==> src/rtl/cache_fill_fsm_pkg.sv <==
// Shared cache definitions: fill FSM state encoding, cache geometry and
// byte-address field positions used by the fill FSM, hit logic and access decoder.
package cache_fill_fsm_pkg;

  typedef enum logic [1:0] {
    ST_IDLE  = 2'd0,
    ST_REQ   = 2'd1,
    ST_DRAIN = 2'd2
  } fill_state_e;

  localparam int TAG_W  = 5;
  localparam int SET_W  = 7;
  localparam int WORD_W = 3;

  localparam int TAG_HI  = 15;
  localparam int TAG_LO  = 11;
  localparam int SET_HI  = 10;
  localparam int SET_LO  = 4;
  localparam int WORD_HI = 3;
  localparam int WORD_LO = 1;

  // Word-aligned byte address of one word within a block.
  function automatic logic [TAG_W+SET_W+WORD_W:0] word_addr(
    input logic [TAG_W-1:0]  tag,
    input logic [SET_W-1:0]  set,
    input logic [WORD_W-1:0] word
  );
    return {tag, set, word, 1'b0};
  endfunction

endpackage

==> src/rtl/cache_fill_fsm_counter.sv <==
// fill_word_counter: word-index counter with clear, enable and terminal-count
// flag; one tracks issued requests, the other returned words.
module fill_word_counter
  import cache_fill_fsm_pkg::*;
(
  input  logic              clk,
  input  logic              rst,
  input  logic              clr_i,
  input  logic              en_i,
  output logic [WORD_W-1:0] cnt_o,
  output logic              tc_o
);

  logic [WORD_W-1:0] cnt_q;

  always_ff @(posedge clk) begin
    if (rst || clr_i) begin
      cnt_q <= '0;
    end else if (en_i) begin
      cnt_q <= cnt_q + 1'b1;
    end
  end

  assign cnt_o = cnt_q;
  assign tc_o  = (cnt_q == '1);

endmodule

==> src/rtl/cache_fill_fsm.sv <==
// Miss-fill controller: eight sequential word reads per miss, in-order writes
// into the data array, tag write on the last word. Optional CACHE_FILL_STATS_EN adds fill_count.
module cache_fill_fsm
  import cache_fill_fsm_pkg::*;
#(
  parameter int ADDR_W = 16,
  parameter int SET_W  = 7,
  parameter int WORD_W = 3
) (
  input  logic              clk,
  input  logic              rst,
  input  logic              miss_detected,
  input  logic [ADDR_W-1:0] miss_address,
  input  logic              memory_data_valid,
  input  logic [15:0]       memory_data_in,
  output logic              fsm_busy,
  output logic              memory_read,
  output logic [ADDR_W-1:0] memory_address,
  output logic [SET_W-1:0]  fill_set,
  output logic [WORD_W-1:0] word_offset,
  output logic              write_data_array,
  output logic [15:0]       fill_data,
  output logic              write_tag_array,
  output logic [TAG_W-1:0]  fill_tag
`ifdef CACHE_FILL_STATS_EN
  ,
  output logic [15:0]       fill_count
`endif
);

  fill_state_e       state_q;
  logic              busy_q, mem_read_q, wr_data_q, wr_tag_q;
  logic [ADDR_W-1:0] mem_addr_q;
  logic [SET_W-1:0]  fill_set_q;
  logic [WORD_W-1:0] word_offset_q;
  logic [15:0]       fill_data_q;
  logic [TAG_W-1:0]  fill_tag_q;
  logic [3:0]        iss_tot_q, rcv_tot_q;

  logic              start, req_en, rcv_en, req_tc, rcv_tc;
  logic [WORD_W-1:0] req_cnt, rcv_cnt;
  logic              unused_addr_bits;

  // The faulting word/byte offset never steers the fill order.
  assign unused_addr_bits = ^miss_address[WORD_HI:0];

  assign start  = (state_q == ST_IDLE) && miss_detected;
  assign req_en = (state_q == ST_REQ) && mem_read_q && !iss_tot_q[3];
  assign rcv_en = (state_q != ST_IDLE) && memory_data_valid && !rcv_tot_q[3] && !wr_tag_q;

  fill_word_counter u_req_cnt (
    .clk   (clk),
    .rst   (rst),
    .clr_i (start),
    .en_i  (req_en),
    .cnt_o (req_cnt),
    .tc_o  (req_tc)
  );

  fill_word_counter u_rcv_cnt (
    .clk   (clk),
    .rst   (rst),
    .clr_i (start),
    .en_i  (rcv_en),
    .cnt_o (rcv_cnt),
    .tc_o  (rcv_tc)
  );

`ifdef CACHE_FILL_STATS_EN
  logic [15:0] fill_count_q;

  always_ff @(posedge clk) begin
    if (rst) begin
      fill_count_q <= '0;
    end else if (rcv_en && rcv_tc) begin
      fill_count_q <= fill_count_q + 16'd1;
    end
  end

  assign fill_count = fill_count_q;
`endif

  always_ff @(posedge clk) begin
    if (rst) begin
      state_q       <= ST_IDLE;
      busy_q        <= 1'b0;
      mem_read_q    <= 1'b0;
      wr_data_q     <= 1'b0;
      wr_tag_q      <= 1'b0;
      mem_addr_q    <= '0;
      fill_set_q    <= '0;
      word_offset_q <= '0;
      fill_data_q   <= '0;
      fill_tag_q    <= '0;
      iss_tot_q     <= '0;
      rcv_tot_q     <= '0;
    end else begin
      case (state_q)
        ST_IDLE: begin
          wr_data_q <= 1'b0;
          wr_tag_q  <= 1'b0;
          if (miss_detected) begin
            state_q    <= ST_REQ;
            busy_q     <= 1'b1;
            mem_read_q <= 1'b1;
            fill_tag_q <= miss_address[TAG_HI:TAG_LO];
            fill_set_q <= miss_address[SET_HI:SET_LO];
            mem_addr_q <= word_addr(miss_address[TAG_HI:TAG_LO],
                                    miss_address[SET_HI:SET_LO], '0);
            iss_tot_q  <= '0;
            rcv_tot_q  <= '0;
          end
        end
        default: begin
          if (wr_tag_q) begin
            // Final write cycle just presented: release the pipeline.
            state_q    <= ST_IDLE;
            busy_q     <= 1'b0;
            mem_read_q <= 1'b0;
            wr_data_q  <= 1'b0;
            wr_tag_q   <= 1'b0;
          end else begin
            if (req_en) begin
              iss_tot_q <= iss_tot_q + 4'd1;
              if (req_tc) begin
                mem_read_q <= 1'b0;
              end else begin
                mem_addr_q <= word_addr(fill_tag_q, fill_set_q, req_cnt + 3'd1);
              end
            end
            wr_data_q <= rcv_en;
            if (rcv_en) begin
              fill_data_q   <= memory_data_in;
              word_offset_q <= rcv_cnt;
              rcv_tot_q     <= rcv_tot_q + 4'd1;
              wr_tag_q      <= rcv_tc;
            end
            // Zero-latency memory finishes together with the last request: skip DRAIN.
            if (req_en && req_tc && !(rcv_en && rcv_tc)) begin
              state_q <= ST_DRAIN;
            end
          end
        end
      endcase
    end
  end

  assign fsm_busy         = busy_q;
  assign memory_read      = mem_read_q;
  assign memory_address   = mem_addr_q;
  assign fill_set         = fill_set_q;
  assign word_offset      = word_offset_q;
  assign write_data_array = wr_data_q;
  assign fill_data        = fill_data_q;
  assign write_tag_array  = wr_tag_q;
  assign fill_tag         = fill_tag_q;

endmodule

==> config.mk <==
export PLATFORM = sky130hd
export DESIGN_NAME = cache_fill_fsm
export DESIGN_NICKNAME = d
export VERILOG_FILES = /design/src/rtl/cache_fill_fsm_pkg.sv /design/src/rtl/cache_fill_fsm_counter.sv /design/src/rtl/cache_fill_fsm.sv
export SDC_FILE = /design/constraint.sdc
export NUM_CORES = 1
export LEC_CHECK = 0
export ABC_AREA = 0
export BUFFER_PORTS_ARGS = -buffer_cell sky130_fd_sc_hd__buf_2
export CAP_MARGIN = 0
export CORE_MARGIN = 4
export CORE_UTILIZATION = 45
export CTS_BUF_LIST = sky130_fd_sc_hd__clkbuf_16
export DETAILED_ROUTE_END_ITERATION = 7
export MAX_ROUTING_LAYER = met4
export PLACE_DENSITY = 0.75
export SLEW_MARGIN = 40
export SYNTH_ARGS = -nofsm -noshare
export SYNTH_HDL_FRONTEND = slang
export SYNTH_HIERARCHICAL = 1
export SYNTH_SLANG_ARGS = --single-unit
==> constraint.sdc <==
create_clock -name clk -period 2.4 [get_ports clk]
set_clock_uncertainty 0.1 [all_clocks]
set_input_delay 0.24 -clock clk [delete_from_list [all_inputs] [get_ports clk]]
set_output_delay 0.24 -clock clk [all_outputs]
set_load 0.01 [all_outputs]
* Word level (Yosys, flattened, before mapping) *
Index checks and enable logic that the tools add are counted.

word-level totals
  register bits = 67
  input port bits = 36
  logic and storage cells = 82

operators by class
  add/sub/neg operators = 4
  equal/unequal tests = 6
  multiplexer cells = 23
  bitwise gates (word level) = 3
  reduce and logical (&&, ||, !) cells = 32

operators with widths
  operator                                              number
  two-way mux 16 bit                                    5
  two-way mux 4 bit                                     7
  AND reduction 3 bit                                   4
  logical AND 1 bit                                     9
  nonzero test 3 bit                                    3
  adder 4 x 1 -> 4 bit (second input constant)          2
  two-way mux 2 bit                                     4
  nonzero test 2 bit                                    4
  two-way mux 1 bit                                     7
  adder 3 x 1 -> 3 bit (second input constant)          2
  equality test 3 bit (second input constant)           2
  AND reduction 2 bit                                   3
  logical NOT 1 bit                                     4
  != test 2 x 1 -> 1 bit (second input constant)        2
  AND reduction 4 bit                                   1
  OR reduction 4 bit                                    1
  NOT 1 bit                                             3
  OR reduction 3 bit                                    1
  equality test 2 x 1 -> 1 bit (second input constant)  1
  logical NOT 2 bit                                     1
  != test 2 bit (second input constant)                 1
  logical OR 1 bit                                      1

* Depth between registers and ports, before layout *
Gate-level depths: netlist of run 1.

  depth after elaboration = 10
  mapped depth = 6
  mapped depth without buffers = 5

* Cells and area by module *
The synthesis of run 1 kept the hierarchy.

modules (own cells, without submodules)
  module             times used  cells an instance  area an instance (sq um)  sequential area each (sq um)
  cache_fill_fsm     1           312                2772.7                    1201.2
  fill_word_counter  2           11                 133.9                     60.1

* Worst setup path before layout of run 1 *
OpenSTA, ideal clock, no wires.

  path type = reg2reg
  start point = register u_req_cnt.cnt_q[0], in the netlist u_req_cnt/cnt_o[0]
  end point = register mem_addr_q[10], in the netlist memory_address[10]
  arrival time = 1582 ps
  required time = 2179 ps
  path slack = 597 ps
  stages on the path, launching flop included = 7
  buffers on the path = 1
  period minus slack after synthesis = 1803 ps
  cell sequence = dfxtp_1 > ha_1 > ha_1 > a21oi_4 > a21bo_4 > buf_6 > mux2_4

between the ends
  longest elaborated chain between the ends = 3

ends and longest elaborated chain
  what                              RTL line                      RTL
  start, declared                   cache_fill_fsm_counter.sv:14  logic [WORD_W-1:0] cnt_q;
  start signal, assigned            cache_fill_fsm_counter.sv:20  cnt_q <= cnt_q + 1'b1;
  equality test 3 bit               cache_fill_fsm_counter.sv:25  assign tc_o = (cnt_q == '1);
  via req_tc                        cache_fill_fsm.sv:40          logic start, req_en, rcv_en, req_tc, rcv_tc;
  != test 2 x 1 -> 1 bit (no line)  --
  AND reduction 4 bit (no line)     --
  end signal, assigned              cache_fill_fsm.sv:108         mem_addr_q <= word_addr(miss_address[TAG_HI:TAG_LO],
  end signal, assigned              cache_fill_fsm.sv:128         mem_addr_q <= word_addr(fill_tag_q, fill_set_q, req_cnt + 3'd1);
  end, declared                     cache_fill_fsm.sv:33          logic [ADDR_W-1:0] mem_addr_q;

The timed path passes the listed nets, and every way through them passes these cells.
A chain may end at the register's enable or synchronous reset.

* Worst setup path after layout of run 1 *
  start point = register u_req_cnt.cnt_q[0], in the netlist u_req_cnt/cnt_o[0]
  end point = register mem_addr_q[5], in the netlist memory_address[5]

The elaborated chain is that of the path after synthesis.

==> results by group, run 1 <==
Setup path
  – Worst r2r dst: memory_address[5]$_SDFFE_PP0P_
  – Reg2Reg Setup Slack: 510 ps
  – Worst path cell trace: ha_1 -> ha_1 -> a21oi_4 -> a21bo_4 -> mux2_2
  – CP Class: register to register
  – CP Buf/Inv Count: 0
  – Crit path depth: 5
  – Worst EP arrival: 2010 ps
  – CP Data Required Time: 2510 ps
  – Crit-path max cell delay: 400 ps
  – Cell family contributing the most delay on the critical path: adder cells
  – Worst Setup SP: u_req_cnt/cnt_o[0]$_SDFFE_PP0P_
  – Setup crit end kind: register
  – Slowest CP cell: dfxtp_1
  – R2R Path Start: u_req_cnt/cnt_o[0]$_SDFFE_PP0P_
  – Worst R2R Path Depth: 5
  – Most frequent CP cell: ha_1
  – Critical Path End: memory_address[5]$_SDFFE_PP0P_
  – Crit Path Max Fanout: 12
  – Startpoint Class: register

CTS
  – CTS hold repair buffers: 0
  – Worst-Skew Late Latency: 330 ps
  – Setup Fix Bufs, Post-CTS: 0
  – CTS tree: yes
  – Cts repair resizes: 0
  – Clock Root Buffer: clkbuf_16
  – Max clock buf depth: 2
  – H-Tree Depth: 3
  – Clock slew at reported path FFs: 60 ps
  – Clock sinks: 66
  – CTS buffer count: 9

Synth
  – Synth Net Count: 377
  – Register area share after synthesis: 0.435
  – Post-Synthesis Cells: 334
  – Mapped cell area: 0.00304 sq mm
  – Largest area contributor in the netlist: dfxtp_1
  – Post-synth ARST share: 0
  – Synth cell types: 46
  – #FFs+latches synth: 66
  – Number of synthesized flops with an enable pin: 0
  – Post-synth top area share: 0.435
  – Synth Area per Inst: 9.10 sq um
  – Warning count from the yosys run: 6
  – Top cells by area, synth: dfxtp_1 (43%), a21oi_1 (8.2%), o21ai_0 (5.6%)
  – Ys flop type: dfxtp_1

Drt
  – Routed WL: 7.39 mm
  – Wire length per cell: 15.1 um
  – Detailed Routing Iterations Pass 1: 4
  – Via count: 2695
  – DRT antenna net count: 0
  – Detailed Route Iter0 Violations: 141
  – Vias per inst: 5.49
  – Remaining DRCs: 0

Cells and area
  – Layout cells sized above 1: 0.331
  – Area of the multi-input gates: 0.00156 sq mm
  – Fillers: 589
  – Final non-filler cell total: 491
  – Register Area: 0.00132 sq mm
  – Area Growth Syn to Fin: 25.2%
  – Number of diodes: 0
  – Commonest non-fill, non-tap cells in the layout: buf_2 (81), dfxtp_1 (66), a21oi_1 (50)
  – Layout Nets: 452
  – Commonest non-fill, non-tap cell in the layout: buf_2

Global routing
  – Overflow after GRT: 0
  – Vias in the first global route: 2546
  – Initial antenna violation count: 0
  – First-pass GRT wire length: 12.5 mm
  – Global Route Usage Sum: 0.190
  – Largest net degree at the start of global routing: 36

Timing
  – Fin Hold WS: 60.2 ps
  – Fmax: 0.528 GHz
  – Unrepaired setup endpoints after global routing: no
  – Worst-Margin Slew: 829 ps
  – Final setup vio count: 0
  – Slew Limit Fails: 0
  – Minimum clock period: 1890 ps
  – TNS Setup: 0 ps
  – Max transition margin: 0.445
  – Final worst-path cycle share: 0.789
  – Fin. Hold Viols: 0

Pwr
  – Clock share of power: 0.475
  – Switch share: 0.243
  – Leak: 1.64 nW
  – Combinational power share: 0.120
  – Maximum VDD drop: 0.501 mV
  – P per Cell Area: 765 mW/mm^2
  – NetSw: 0.708 mW
  – Share of power burned in registers: 0.405
  – Internal Pwr Total: 2.21 mW

Die
  – Initial Utilization: 0.471
  – Die area: 0.00814 sq mm
  – Io pins: 87
  – Row count: 29
  – Die Y: 90.2 um
  – Die width: 90.2 um
  – Core area: 0.00646 sq mm

Job
  – Max-cap violation count: 0

Placement
  – DP HPWL: 5.01 mm
  – Routability cong.: 0.767
  – Buffers on Ports: 81
  – DP Cell Count: 475

Hold path
  – Hold Crit Class: primary input to register

Status
  – Status: finished, final reports clean
==> routing by layer <==
layer  global-route usage  part of all wire
met4               0.0561            0.0077
met1                0.239              0.45
met3               0.0576             0.064
met2                0.293              0.47
met5                    -                 0
==> cells by family (layout without fill, tap and decap cells) <==
| group | after synthesis | after routing | synth area share |
|---|---|---|---|
| simple gates | 109 | 109 | 0.212 |
| compound gates | 100 | 100 | 0.186 |
| xor+xnor | 3 | 3 | 0.00864 |
| flops | 66 | 66 | 0.435 |
| fa+ha+maj | 7 | 7 | 0.0288 |
| buf+inv | 30 | 110 | 0.0527 |
| other cells | 1 | 1 | 0.00123 |
| mux | 18 | 18 | 0.0765 |
==> metrics by stage <==
stage,total power [mW],instance area [sq um],worst slack (ps),utilization
after floorplan,1.43,3040,597,-
after global placement,1.54,3490,551,0.540
after detailed placement,1.55,3490,517,0.540
after CTS,2.94,3810,505,0.590
after global routing,3.03,3810,402,0.590
final,2.91,3810,508,0.590
==> worst min path at each step <==
stage,start,to,cells past startpoint
finish,memory_data_in[11],fill_data[11]$_SDFFE_PP0P_,3
global route,miss_address[13],fill_tag[2]$_SDFFE_PP0P_,3
CTS,memory_data_in[11],fill_data[11]$_SDFFE_PP0P_,3
detailed placement,fill_set[0]$_SDFFE_PP0P_,fill_set[0]$_SDFFE_PP0P_,2
global placement,fill_set[2]$_SDFFE_PP0P_,fill_set[2]$_SDFFE_PP0P_,2
floorplan,rst,u_rcv_cnt/cnt_o[0]$_SDFFE_PP0P_,1
==> power by group through the flow <==
stage          sequential (mW)  combinational, mW  clock [mW]
2_1_floorplan             1.22              0.214           0
3_3_place_gp              1.20              0.341           0
3_5_place_dp              1.20              0.350           0
4_1_cts                   1.18              0.351        1.41
5_1_grt                   1.19              0.385        1.46
6_report                  1.18              0.348        1.38
==> worst min-delay path, stage by stage <==
cell and delay, ps:
buf_2 100, nand3_1 50, a21oi_1 50
==> layout make-up <==
class                           count  area share
Clock inverter                      7      0.0246
Multi-Input combinational cell    238       0.411
Sequential cell                    66       0.347
Inverter                            3     0.00361
Timing Repair Buffer               91       0.129
Tap cell                           77      0.0253
Clock buffer                        9      0.0592
==> cells in the mapped netlist (all sizes together), types with 2 or more instances <==
master	n
nand3	25
nor3b	2
and2	2
buf	12
o211ai	2
nand3b	2
or3b	14
ha	7
nor2	5
o21ai	34
nand2	28
inv	2
o32ai	3
mux2i	6
nor2b	12
clkbuf	15
a21oi	51
xnor2	3
nand2b	3
or3	3
mux2	12
a211oi	2
o21a	3
dfxtp	66
nor3	8
==> state kept, by name, summed over array words and instances (netlist names), 2 cells and up <==
signal,flops
fill_set,7
fill_data,16
fill_tag,5
state_q,2
iss_tot_q,4
u_rcv_cnt/cnt_o,3
word_offset,3
u_req_cnt/cnt_o,3
memory_address,15
rcv_tot_q,4
Note: power is estimated with default switching activity, not from simulation.
==> inputs of run 2 (changes only) <==
--- a/config.mk
+++ b/config.mk
@@ -13,7 +13,7 @@
 export CTS_BUF_LIST = sky130_fd_sc_hd__clkbuf_16
 export DETAILED_ROUTE_END_ITERATION = 7
 export MAX_ROUTING_LAYER = met4
-export PLACE_DENSITY = 0.75
+export PLACE_DENSITY = 0.77
 export SLEW_MARGIN = 40
 export SYNTH_ARGS = -nofsm -noshare
 export SYNTH_HDL_FRONTEND = slang
==> constraint.sdc (replaced) <==
create_clock -name clk -period 1.7 [get_ports clk]
set_clock_uncertainty 0.1 [all_clocks]
set_input_delay 0.17 -clock clk [delete_from_list [all_inputs] [get_ports clk]]
set_output_delay 0.17 -clock clk [all_outputs]
set_load 0.01 [all_outputs]
==> results by group, run 2 (synthesized netlist as in run 1, its figures left out) <==
Status
  – Status: finished, violations left
  – Failing checks: setup timing

Cells and area
  – Commonest non-fill, non-tap cells in the layout: buf_2 (81), dfxtp_1 (64), a21oi_1 (50)
  – Commonest non-fill, non-tap cell in the layout: buf_2
  – Fillers: 525 (-11%)
  – Number of diodes: 0 (unchanged)
  – Fin area: 0.00415 sq mm (+9.0%)
  – Max reg flops: 16 (unchanged)
  – Layout cells sized above 1: 0.346 (+0.0150)
  – Layout Nets: 489 (+8.2%)
  – Area Growth Syn to Fin: 36.5%
  – Final non-filler cell total: 528 (+7.5%)
  – Fin util: 0.642 (+0.0529)

Global routing
  – First-pass GRT wire length: 13.4 mm (+7.5%)
  – Global Route Usage Sum: 0.207 (+0.0170)
  – Vias in the first global route: 2760 (+8.4%)
  – Initial antenna violation count: 0 (unchanged)
  – Overflow after GRT: 0 (unchanged)
  – Largest net degree at the start of global routing: 32 (-11%)

Drt
  – DRT antenna net count: 0 (unchanged)
  – Routed WL: 8.32 mm (+13%)
  – Detailed Routing Iterations Pass 1: 4 (unchanged)
  – Wire length per cell: 15.8 um (+4.7%)
  – Remaining DRCs: 0 (unchanged)
  – Via count: 2904 (+7.8%)
  – Detailed Route Iter0 Violations: 119 (-16%)
  – Vias per inst: 5.50 (+0.20%)

Placement
  – DP HPWL: 5.20 mm (+3.8%)
  – Routability cong.: 0.802 (+4.6%)
  – Cell area after placement: 0.00360 sq mm (+3.3%)
  – DP Cell Count: 488 (+2.7%)
  – Buffers on Ports: 81 (unchanged)

Die
  – Die area: 0.00814 sq mm (unchanged)
  – Core area: 0.00646 sq mm (unchanged)
  – Die Y: 90.2 um (unchanged)
  – Io pins: 87 (unchanged)
  – Row count: 29 (unchanged)
  – Initial Utilization: 0.471 (unchanged)
  – Die width: 90.2 um (unchanged)

Setup path
  – Worst r2r dst: memory_address[8]$_SDFFE_PP0P_
  – Cell family contributing the most delay on the critical path: compound AO/OA/AOI/OAI gates
  – Startpoint Class: register
  – CP Buf/Inv Count: 0 (unchanged)
  – Crit-path max cell delay: 360 ps (-40 ps)
  – Crit path depth: 5 (unchanged)
  – CP Class: register to register
  – Setup crit end kind: register
  – Worst EP arrival: 1810 ps (-200 ps)
  – Reg2Reg Setup Slack: -2 ps (-510 ps)
  – Slowest CP cell: dfxtp_4
  – Worst path cell trace: ha_4 -> ha_4 -> a21oi_4 -> a21bo_4 -> mux2_4
  – CP Data Required Time: 1810 ps (-700 ps)
  – Worst R2R Path Depth: 5 (unchanged)
  – Crit Path Max Fanout: 6 (-6)
  – R2R Path Start: u_req_cnt/cnt_o[0]$_SDFFE_PP0P_
  – Worst Setup SP: u_req_cnt/cnt_o[0]$_SDFFE_PP0P_
  – Critical Path End: memory_address[8]$_SDFFE_PP0P_
  – Most frequent CP cell: ha_4

Hold path
  – Hold depth: 3 (unchanged)
  – Hold Crit Class: primary input to register

Timing
  – Unrepaired setup endpoints after global routing: yes
  – Fin Hold WS: 4.95 ps (-55.3 ps)
  – Minimum clock period: 1700 ps (-191 ps)
  – Final setup vio count: 1 (+1)
  – Final worst-path cycle share: 1.00 (+0.212)
  – Fmax: 0.588 GHz (+11%)
  – TNS Setup: -1.65 ps (-1.65 ps)
  – Worst setup margin: -1.65 ps (-509 ps)
  – Slew Limit Fails: 0 (unchanged)
  – Fin. Hold Viols: 0 (unchanged)

CTS
  – Clock sinks: 66 (unchanged)
  – Max clock buf depth: 2 (unchanged)
  – CTS tree: yes
  – H-Tree Depth: 3 (unchanged)
  – CTS buffer count: 9 (unchanged)
  – Clock slew at reported path FFs: 60 ps (about the same)
  – Worst-Skew Late Latency: 330 ps (about the same)
  – Clock Root Buffer: clkbuf_16

Pwr
  – Clock share of power: 0.442 (-0.033)
  – Internal Pwr Total: 3.01 mW (+37%)
  – Leak: 1.80 nW (+9.4%)
  – Share of power burned in registers: 0.414 (+0.009)
  – Maximum VDD drop: 0.675 mV (+35%)
  – Switch share: 0.251 (+0.00861)
  – Combinational power share: 0.145 (+0.025)
  – NetSw: 1.01 mW (+43%)
  – P per Cell Area: 970 mW/mm^2 (+27%)

Job
  – Max-cap violation count: 0 (unchanged)
## run 2: cell type report
type,instances,area [sq um],share of cell area
inverter,3,13.8,0.00332
clock inverter,7,61.3,0.0148
timing repair buffer,127,816,0.197
sequential,66,1330,0.320
clock buffer,9,225,0.0543
tap,77,96.3,0.0232
multi-input combinational,239,1610,0.388
## run 2: power groups by stage
| stage | sequential (mW) | clock (mW) | combinational (mW) |
|---|---|---|---|
| 6_report | 1.67 | 1.78 | 0.583 |
| 5_1_grt | 1.67 | 1.87 | 0.632 |
| 4_1_cts | 1.66 | 1.80 | 0.577 |
| 3_5_place_dp | 1.70 | 0 | 0.527 |
| 3_3_place_gp | 1.69 | 0 | 0.513 |
| 2_1_floorplan | 1.72 | 0 | 0.305 |
## run 2: worst min-delay path: cells and delay by family
| family | cells | cell delay [ps] |
|---|---|---|
| AOI/OAI and AO/OA | 1 | 50 |
| buffers and inverters | 1 | 110 |
| and+or+nand+nor | 1 | 50 |
## run 2: repair_timing
item / in CTS / in global routing
hold buffers: 21 / 0
hold endpoints to repair: 21 / 0
pin swaps: 1 / 1
cloned: 1 / 0
resized for setup: 1 / 4
buffers inserted: 0 / 2
setup endpoints to repair: 12 / 14
## run 2: worst min-delay path by stage
stage                                      end        startpoint
2_1_floorplan  u_req_cnt/cnt_o[0]$_SDFFE_PP0P_               rst
3_3_place_gp          fill_tag[2]$_SDFFE_PP0P_  miss_address[13]
3_5_place_dp          fill_tag[2]$_SDFFE_PP0P_  miss_address[13]
4_1_cts               fill_tag[0]$_SDFFE_PP0P_  miss_address[11]
5_1_grt               fill_set[3]$_SDFFE_PP0P_   miss_address[7]
6_report              fill_set[0]$_SDFFE_PP0P_   miss_address[4]
## run 2: through the flow
stage          total power, mW  setup WS, ps
3_5_place_dp              2.22          3.58
5_1_grt                   4.18         -11.9
3_3_place_gp              2.21          28.6
6_report                  4.03         -1.65
2_1_floorplan             2.03          7.77
4_1_cts                   4.04          1.04
## run 2: routing by layer
| metal | GRT usage | share of wire | up-vias | routed length (um) |
|---|---|---|---|---|
| met5 | - | 0 | - | 0 |
| met3 | 0.0684 | 0.076 | 10 | 630 |
| li1 | - | - | 1411 | - |
| met1 | 0.245 | 0.43 | 1379 | 3540 |
| met4 | 0.0612 | 0.013 | 0 | 108 |
| met2 | 0.335 | 0.49 | 104 | 4040 |
==> inputs of run 3 (changes only) <==
--- a/config.mk
+++ b/config.mk
@@ -10,9 +10,8 @@
 export CAP_MARGIN = 0
 export CORE_MARGIN = 4
 export CORE_UTILIZATION = 45
-export CTS_BUF_LIST = sky130_fd_sc_hd__clkbuf_16
+export CTS_BUF_LIST = sky130_fd_sc_hd__clkbuf_4
 export DETAILED_ROUTE_END_ITERATION = 7
-export MAX_ROUTING_LAYER = met4
 export PLACE_DENSITY = 0.77
 export SLEW_MARGIN = 40
 export SYNTH_ARGS = -nofsm -noshare
==> results by group, run 3 (synthesized netlist as in run 1, its figures left out) <==
Global routing
  – Initial antenna violation count: 0 (unchanged)
  – Global Route Usage Sum: 0.205 (-0.00145)
  – Largest net degree at the start of global routing: 32 (unchanged)
  – Vias in the first global route: 2805 (+1.6%)
  – Overflow after GRT: 0 (unchanged)
  – First-pass GRT wire length: 13.7 mm (+2.1%)

Die
  – Die width: 90.2 um (unchanged)
  – Die area: 0.00814 sq mm (unchanged)
  – Initial Utilization: 0.471 (unchanged)
  – Io pins: 87 (unchanged)
  – Row count: 29 (unchanged)
  – Core area: 0.00646 sq mm (unchanged)
  – Die Y: 90.2 um (unchanged)

Cells and area
  – Layout Nets: 498 (+1.8%)
  – Layout cells sized above 1: 0.341 (-0.00459)
  – Max reg flops: 16 (unchanged)
  – Commonest non-fill, non-tap cells in the layout: buf_2 (81), dfxtp_1 (64), a21oi_1 (50)
  – Commonest non-fill, non-tap cell in the layout: buf_2
  – Fin util: 0.632 (-0.0103)
  – Number of diodes: 0 (unchanged)
  – Fillers: 532 (+1.3%)
  – Final non-filler cell total: 537 (+1.7%)
  – Register Area: 0.00132 sq mm (-0.19%)
  – Area Growth Syn to Fin: 34.3%
  – Area of the multi-input gates: 0.00161 sq mm (unchanged)

Setup path
  – Startpoint Class: register
  – Crit Path Max Fanout: 6 (unchanged)
  – Setup crit end kind: register
  – Worst EP arrival: 1880 ps (+70 ps)
  – CP Data Required Time: 1890 ps (+80 ps)
  – CP Class: register to register

Placement
  – Buffers on Ports: 81 (unchanged)
  – DP HPWL: 5.20 mm (unchanged)
  – Routability cong.: 0.791 (-1.4%)
  – Pre-CTS WS: 3.58 ps (unchanged)
  – DP Cell Count: 488 (unchanged)

CTS
  – Max clock buf depth: 2 (unchanged)
  – H-Tree Depth: 3 (unchanged)
  – Clock Root Buffer: clkbuf_4
  – Worst-Skew Late Latency: 400 ps (+70 ps)
  – Clock sinks: 66 (unchanged)
  – CTS buffer count: 9 (unchanged)
  – Clock slew at reported path FFs: 110 ps (+50 ps)
  – CTS tree: yes

Timing
  – Slew Limit Fails: 0 (unchanged)
  – Worst setup margin: 10.6 ps (+12.2 ps)
  – Final worst-path cycle share: 0.994 (-0.00720)
  – Fmax: 0.592 GHz (+0.72%)
  – Unrepaired setup endpoints after global routing: yes
  – Minimum clock period: 1690 ps (-12.2 ps)
  – Final setup vio count: 0 (-1)
  – Fin. Hold Viols: 0 (unchanged)
  – TNS Setup: 0 ps (+1.65 ps)

Status
  – Status: finished, final reports clean

Drt
  – Remaining DRCs: 0 (unchanged)
  – Wire length per cell: 15.6 um (-0.88%)
  – DRT antenna net count: 0 (unchanged)
  – Routed WL: 8.39 mm (+0.81%)
  – Detailed Route Iter0 Violations: 100 (-16%)
  – Via count: 2936 (+1.1%)
  – Detailed Routing Iterations Pass 1: 4 (unchanged)
  – Vias per inst: 5.47 (-0.59%)

Hold path
  – Hold Crit Class: primary input to register

Pwr
  – P per Cell Area: 801 mW/mm^2 (-17%)
  – Maximum VDD drop: 0.551 mV (-18%)
  – Leak: 1.76 nW (-1.8%)

Job
  – Max-cap violation count: 0 (unchanged)
[run 3: cell types whose count changed in the layout (fill, tap and decap cells not counted)]
cell | before | now
clkbuf_4 | 0 | 10
clkbuf_16 | 9 | 0
inv_1 | 2 | 1
dfxtp_4 | 1 | 0
dfxtp_2 | 1 | 2
dlygate4sd3_1 | 21 | 30
[run 3: cell type report]
| cell class | instances | share of cell area |
|---|---|---|
| Timing Repair Buffer | 136 | 0.222 |
| Clock buffer | 10 | 0.0184 |
| Tap cell | 77 | 0.0236 |
| Inverter | 3 | 0.00337 |
| Sequential cell | 66 | 0.324 |
| Clock inverter | 6 | 0.0141 |
| Multi-Input combinational cell | 239 | 0.394 |
[run 3: power by group]
part	internal, mW	total, mW	switching (mW)
Clock	0.453	1.01	0.555
Sequential	1.62	1.66	0.0465
Combinational	0.293	0.598	0.305
[run 3: worst max-delay path, stage by stage (launching register included)]
cell,delay [ps]
dfxtp_2,360
ha_4,170
ha_4,170
a21oi_4,170
a21bo_4,300
mux2_4,310
[run 3: what timing repair did]
item | 4_1_cts | 5_1_grt
cloned | 1 | 0
setup buffers | 1 | 1
endpoints found under the hold margin | 29 | 0
resized for setup | 2 | 2
hold buffers | 30 | 0
setup endpoints to repair | 12 | 12
pin swaps | 1 | 1
[run 3: path summary, 6_finish.rpt]
path,from,endpoint,slack [ps],depth (start not counted)
worst min register to register,fill_tag[2]$_SDFFE_PP0P_,fill_tag[2]$_SDFFE_PP0P_,380,2
worst max register to register,u_req_cnt/cnt_o[1]$_SDFFE_PP0P_,memory_address[8]$_SDFFE_PP0P_,10,5
worst max-delay path,u_req_cnt/cnt_o[1]$_SDFFE_PP0P_,memory_address[8]$_SDFFE_PP0P_,10,5
worst min-delay path,memory_data_valid,state_q[0]$_SDFFE_PP0P_,50,3
[run 3: through the flow]
stage / area, sq um / total power [mW] / hold WS [ps]
global placement: 3600 / 2.21 / 320
floorplan: 3060 / 2.03 / 133
detailed placement: 3600 / 2.22 / 326
finish: 4080 / 3.27 / 48.6
global route: 4080 / 3.43 / 13.8
CTS: 4060 / 3.29 / 29.5
[run 3: layer usage]
| layer | track usage | vias to the layer above | wire length [um] |
|---|---|---|---|
| met1 | 0.241 | 1385 | 3560 |
| met5 | 0 | - | 0 |
| met2 | 0.350 | 96 | 4120 |
| met3 | 0.0760 | 15 | 582 |
| met4 | 0.0599 | 0 | 131 |
| li1 | - | 1440 | - |
